<file path="config.mk">
export PLATFORM = sky130hd
export DESIGN_NAME = pc_unit
export DESIGN_NICKNAME = d
export VERILOG_FILES = /design/src/rtl/pc_unit.sv
export SDC_FILE = /design/constraint.sdc
export NUM_CORES = 1
export LEC_CHECK = 0
export CAP_MARGIN = 10
export CORE_MARGIN = 3
export CORE_UTILIZATION = 35
export DETAILED_ROUTE_END_ITERATION = 10
export GPL_ROUTABILITY_DRIVEN = 0
export HOLD_SLACK_MARGIN = 0.12
export PLACE_DENSITY = 0.66
export SYNTH_ARGS = -nofsm -noshare
export SYNTH_HDL_FRONTEND = slang
export SYNTH_SLANG_ARGS = --single-unit
</file>
<file path="constraint.sdc">
create_clock -name PCU_i_Clk -period 4.53 [get_ports PCU_i_Clk]
set_input_delay 1.1325 -clock PCU_i_Clk [delete_from_list [all_inputs] [get_ports PCU_i_Clk]]
set_output_delay 1.1325 -clock PCU_i_Clk [all_outputs]
set_load 0.03 [all_outputs]
</file>
<file path="src/rtl/pc_unit.sv">
// Fetch-stage program counter with ID-stage next-PC selection (one delay slot).
// Also tracks PC advances and flags misaligned or out-of-text fetch addresses.
module pc_unit #(
    parameter logic [31:0] RESET_PC = 32'h0000_3000,
    parameter logic [31:0] TEXT_LO  = 32'h0000_3000,
    parameter logic [31:0] TEXT_HI  = 32'h0000_6FFC
) (
    input  logic        PCU_i_Clk,
    input  logic        PCU_i_Reset,
    input  logic        PCU_i_Stall,
    input  logic [1:0]  PCU_i_NPCOp,
    input  logic        PCU_i_BranchTaken,
    input  logic [31:0] PCU_i_IDPC,
    input  logic [15:0] PCU_i_Imm16,
    input  logic [25:0] PCU_i_Index26,
    input  logic [31:0] PCU_i_RsVal,
    output logic [31:0] PCU_o_PC,
    output logic [31:0] PCU_o_PCPlus8,
    output logic        PCU_o_Redirect,
    output logic        PCU_o_ExcAdEL,
    output logic [31:0] PCU_o_FetchCnt
);

    localparam logic [1:0] NPC_SEQ = 2'd0;
    localparam logic [1:0] NPC_BR  = 2'd1;
    localparam logic [1:0] NPC_J   = 2'd2;
    localparam logic [1:0] NPC_JR  = 2'd3;

    logic        [31:0] r_pc;
    logic               r_redirect;
    logic        [31:0] r_fetch_cnt;

    logic        [31:0] w_seq;
    logic        [31:0] w_idpc4;
    logic signed [31:0] w_br_off;
    logic        [31:0] w_br;
    logic        [31:0] w_jmp;
    logic        [31:0] w_next_pc;
    logic               w_take;

    assign w_seq    = r_pc + 32'd4;
    assign w_idpc4  = PCU_i_IDPC + 32'd4;
    assign w_br_off = signed'({{14{PCU_i_Imm16[15]}}, PCU_i_Imm16, 2'b00});
    assign w_br     = w_idpc4 + unsigned'(w_br_off);
    assign w_jmp    = {w_idpc4[31:28], PCU_i_Index26, 2'b00};

    // Non-sequential targets are what raise the redirect flag on the next cycle.
    always_comb begin
        w_next_pc = w_seq;
        w_take    = 1'b0;
        case (PCU_i_NPCOp)
            NPC_JR: begin
                w_next_pc = PCU_i_RsVal;
                w_take    = 1'b1;
            end
            NPC_J: begin
                w_next_pc = w_jmp;
                w_take    = 1'b1;
            end
            NPC_BR: begin
                if (PCU_i_BranchTaken) begin
                    w_next_pc = w_br;
                    w_take    = 1'b1;
                end
            end
            NPC_SEQ: begin
                w_next_pc = w_seq;
            end
            default: begin
                w_next_pc = w_seq;
            end
        endcase
    end

    always_ff @(posedge PCU_i_Clk) begin
        if (PCU_i_Reset) begin
            r_pc        <= RESET_PC;
            r_redirect  <= 1'b0;
            r_fetch_cnt <= 32'd0;
        end else if (PCU_i_Stall) begin
            r_redirect  <= 1'b0;
        end else begin
            r_pc        <= w_next_pc;
            r_redirect  <= w_take;
            r_fetch_cnt <= r_fetch_cnt + 32'd1;
        end
    end

    assign PCU_o_PC       = r_pc;
    assign PCU_o_PCPlus8  = PCU_i_IDPC + 32'd8;
    assign PCU_o_Redirect = r_redirect;
    assign PCU_o_FetchCnt = r_fetch_cnt;
    assign PCU_o_ExcAdEL  = (r_pc[1:0] != 2'b00) || (r_pc < TEXT_LO) || (r_pc > TEXT_HI);

endmodule

</file>
==> key figures <==
Drt
  – DR iter-0 viols: 375
  – DRC: 0
  – Final WL: 22,400 µm
  – Vias after detailed routing: 7,336
  – WL/cell: 16.1 µm
  – Vias per cell: 5.29
  – Detailed Routing Iterations Pass 1: 7
  – Routed Antenna Nets: 0

Die
  – Ports: 210
  – Die Span Y: 141 µm
  – Die area: 0.0199 mm²
  – Die width: 141 µm
  – Core Rows: 48
  – Initial Util: 0.363
  – Core Area: 0.0176 mm²

GRT
  – GR Util All Layers: 0.214
  – Met2 usage: 0.348
  – GRT Max-Usage Layer: met2
  – First-pass GRT wire length: 34,900 µm
  – Largest net degree at the start of global routing: 46
  – Initial antenna violation count: 0
  – Met3 Usage GRT: 0.0377
  – GRT overflow: 0
  – GR Util met1: 0.288
  – Vias in the first global route: 6,903

CTS
  – Hold-fix buffers, CTS: 0
  – H-Tree Level Count: 3
  – Root Driver: clkbuf_16
  – CTS sink cnt: 65
  – Reg clk slew, reported paths: 0.05 ns
  – Cts bufs inserted: 9
  – CTS tree: done
  – Max clock buf depth: 2
  – Worst skew pair latency: 0.33 ns

Synthesis
  – Synthesized instance count: 863
  – Post-synthesis net count: 1,012
  – Avg Cell Area, Syn: 7.40 µm²
  – Synthesized area: 0.00639 mm²
  – Synth async-reset ratio: 0
  – Most frequent cell after synthesis: nor2_1
  – Most common flop cell mapped by yosys: dfxtp_1
  – Yosys warnings: 0
  – Register area share after synthesis: 0.204
  – Post-synth EDFFs: 0
  – Synth cell types: 65
  – Top cell type's share of synthesized area: 0.204
  – Seq cells post-synth: 65
  – Most common library cells after synthesis: nor2_1 (98), nand2_1 (97), xnor2_1 (67)
  – Area contributors post-synth: dfxtp_1 (20%), xnor2_1 (9.2%), xor2_1 (7.8%)
  – Area leader, netlist: dfxtp_1

Place
  – DP HPWL: 17,900 µm
  – I/O Buffers: 209

STA
  – Worst-Margin Slew: 0.646 ns
  – Fin. Hold Viols: 0
  – Setup tns final: 0 ns
  – Min cycle time layout: 4.37 ns
  – Final Slew Violations: 0
  – Final count of negative-setup-slack endpoints: 0
  – Max Clock Freq: 229 MHz
  – Slew headroom: 0.568
  – Period Utilization, post-route: 0.964
  – Clock Skews: 0.00717 ns

Layout
  – Inserted Diodes: 0
  – Core Util, Final: 0.558
  – P&R area growth vs syn: 53.7%
  – Nets: 1,305
  – Share of layout cells above drive strength 1: 0.163

Setup path
  – Critical R2R Launch: PCU_o_PC[8]
  – Slowest CP cell: clkdlybuf4s50_1
  – Worst path arrival time: 3.23 ns
  – Worst setup EP type: primary output
  – Critical Path Max Stage Delay: 0.49 ns
  – Crit Path Class: in2out
  – Critical path launch point type: input port
  – Cells along the critical path: clkdlybuf4s50_1 > ha_2 > nand3_2 > buf_4 > nor4_4 > nand2_2 > nor2_4 > nand3_2 > nor3_2 > xor2_1 > buf_4
  – RR Endpoint: PCU_o_PC[25]
  – Critical Path Fanout Max: 4
  – Worst path required time: 3.40 ns
  – R2R setup slack: 1.88 ns
  – R2r worst-path depth: 8

Hold path
  – Type of the worst min-delay path: reg2reg
  – Hold Crit Depth: 2
  – HP Start: PCU_o_FetchCnt[29]
  – Worst Hold Path EP: PCU_o_FetchCnt[29]

Flow run
  – Max_cap viols: 0

Power and ir drop
  – Peak supply drop: 194 µV
  – PwrDens: 224 mW/mm²
  – Lkg Pwr: 0.00393 µW
  – Total power: 2200 µW

Outcome
  – Outcome: complete, no violations
[cells by family (layout without fill, tap and decap cells)]
logic type	count (synthesis)	after routing	synth area share
compound gates	199	199	0.205
buf+inv	58	356	0.0362
xor+xnor	124	124	0.170
mux	27	27	0.0435
flops	65	65	0.204
simple gates	353	353	0.268
fa+ha+maj	37	37	0.0737
[placed cells by master (no fill, tap or decap), types with 6 or more instances in the layout]
master	count
ha_1	33
a21o_1	13
a21oi_1	50
o22ai_1	7
nand4_1	28
mux2i_1	21
a31oi_1	7
buf_4	135
and4_1	11
a211oi_1	9
o21ai_0	46
xnor2_1	65
nor3_1	17
nor2_1	95
inv_1	18
xor2_1	57
o21a_1	8
and3_1	18
or3_1	8
dfxtp_1	65
mux2_2	6
nand3_1	35
nand2b_1	7
a221oi_1	6
clkbuf_16	9
o211ai_1	7
clkdlybuf4s50_1	185
nor4_1	8
nand2_1	95
[stage by stage]
stage,cells,hold WS [ns],area [µm²],setup WS [ns]
finish,1386,0.499,9820,0.165
global route,1386,0.538,9820,-0.00783
CTS,1383,0.502,9690,0.00356
detailed placement,1367,0.495,9360,-0.318
global placement,1367,0.485,9360,-0.202
floorplan,863,0.618,6390,0.194
[final cells by class]
| class | instances | area (µm²) |
|---|---|---|
| Multi-Input combinational cell | 740 | 4970 |
| Clock inverter | 4 | 50.0 |
| Tap cell | 225 | 282 |
| Clock buffer | 12 | 267 |
| Fill cell | 1694 | 7780 |
| Timing Repair Buffer | 322 | 2880 |
| Sequential cell | 65 | 1300 |
| Inverter | 18 | 67.6 |
[sequential cells by signal, summed over array words and instances, names as in the netlist]
signal	flops
PCU_o_FetchCnt	32
PCU_o_PC	32
PCU_o_Redirect	1
[worst max-delay path: cells and delay by family]
family / cells / cell delay (ns)
xor gates and xnor gates: 1 / 0.17
adders and majority gates: 1 / 0.20
buffers and inverters: 3 / 0.84
and+or+nand+nor: 6 / 0.89
[worst max-delay path by stage]
stage,from,to,slack (ns)
final,PCU_i_IDPC[4],PCU_o_PCPlus8[29],0.16
after global routing,PCU_i_IDPC[4],PCU_o_PC[29],-0.008
after CTS,PCU_i_IDPC[4],PCU_o_PCPlus8[31],0.004
after detailed placement,PCU_i_IDPC[4],PCU_o_PC[27],-0.32
after global placement,PCU_i_IDPC[3],PCU_o_PC[31],-0.20
after floorplan,PCU_i_IDPC[3],PCU_o_PC[30],0.19
[per-layer routing]
| layer | wire length [µm] | up-vias |
|---|---|---|
| met1 | 10200 | 3300 |
| met3 | 1620 | 32 |
| met2 | 10100 | 293 |
| li1 | - | 3711 |
| met5 | 0 | - |
| met4 | 459 | 0 |
[power by group]
group | internal, µW | leakage [µW] | switching, µW | total, µW
logic | 408 | 0.00325 | 426 | 835
registers | 596 | 0.000530 | 40.7 | 637
clock network | 470 | 0.000151 | 254 | 724
[what timing repair did]
item / CTS / global route
resized for setup: 3 / 24
pin swaps: 0 / 16
buffers inserted: 0 / 3
setup endpoints to repair: 4 / 15
Note: power is estimated with default switching activity, not from simulation.
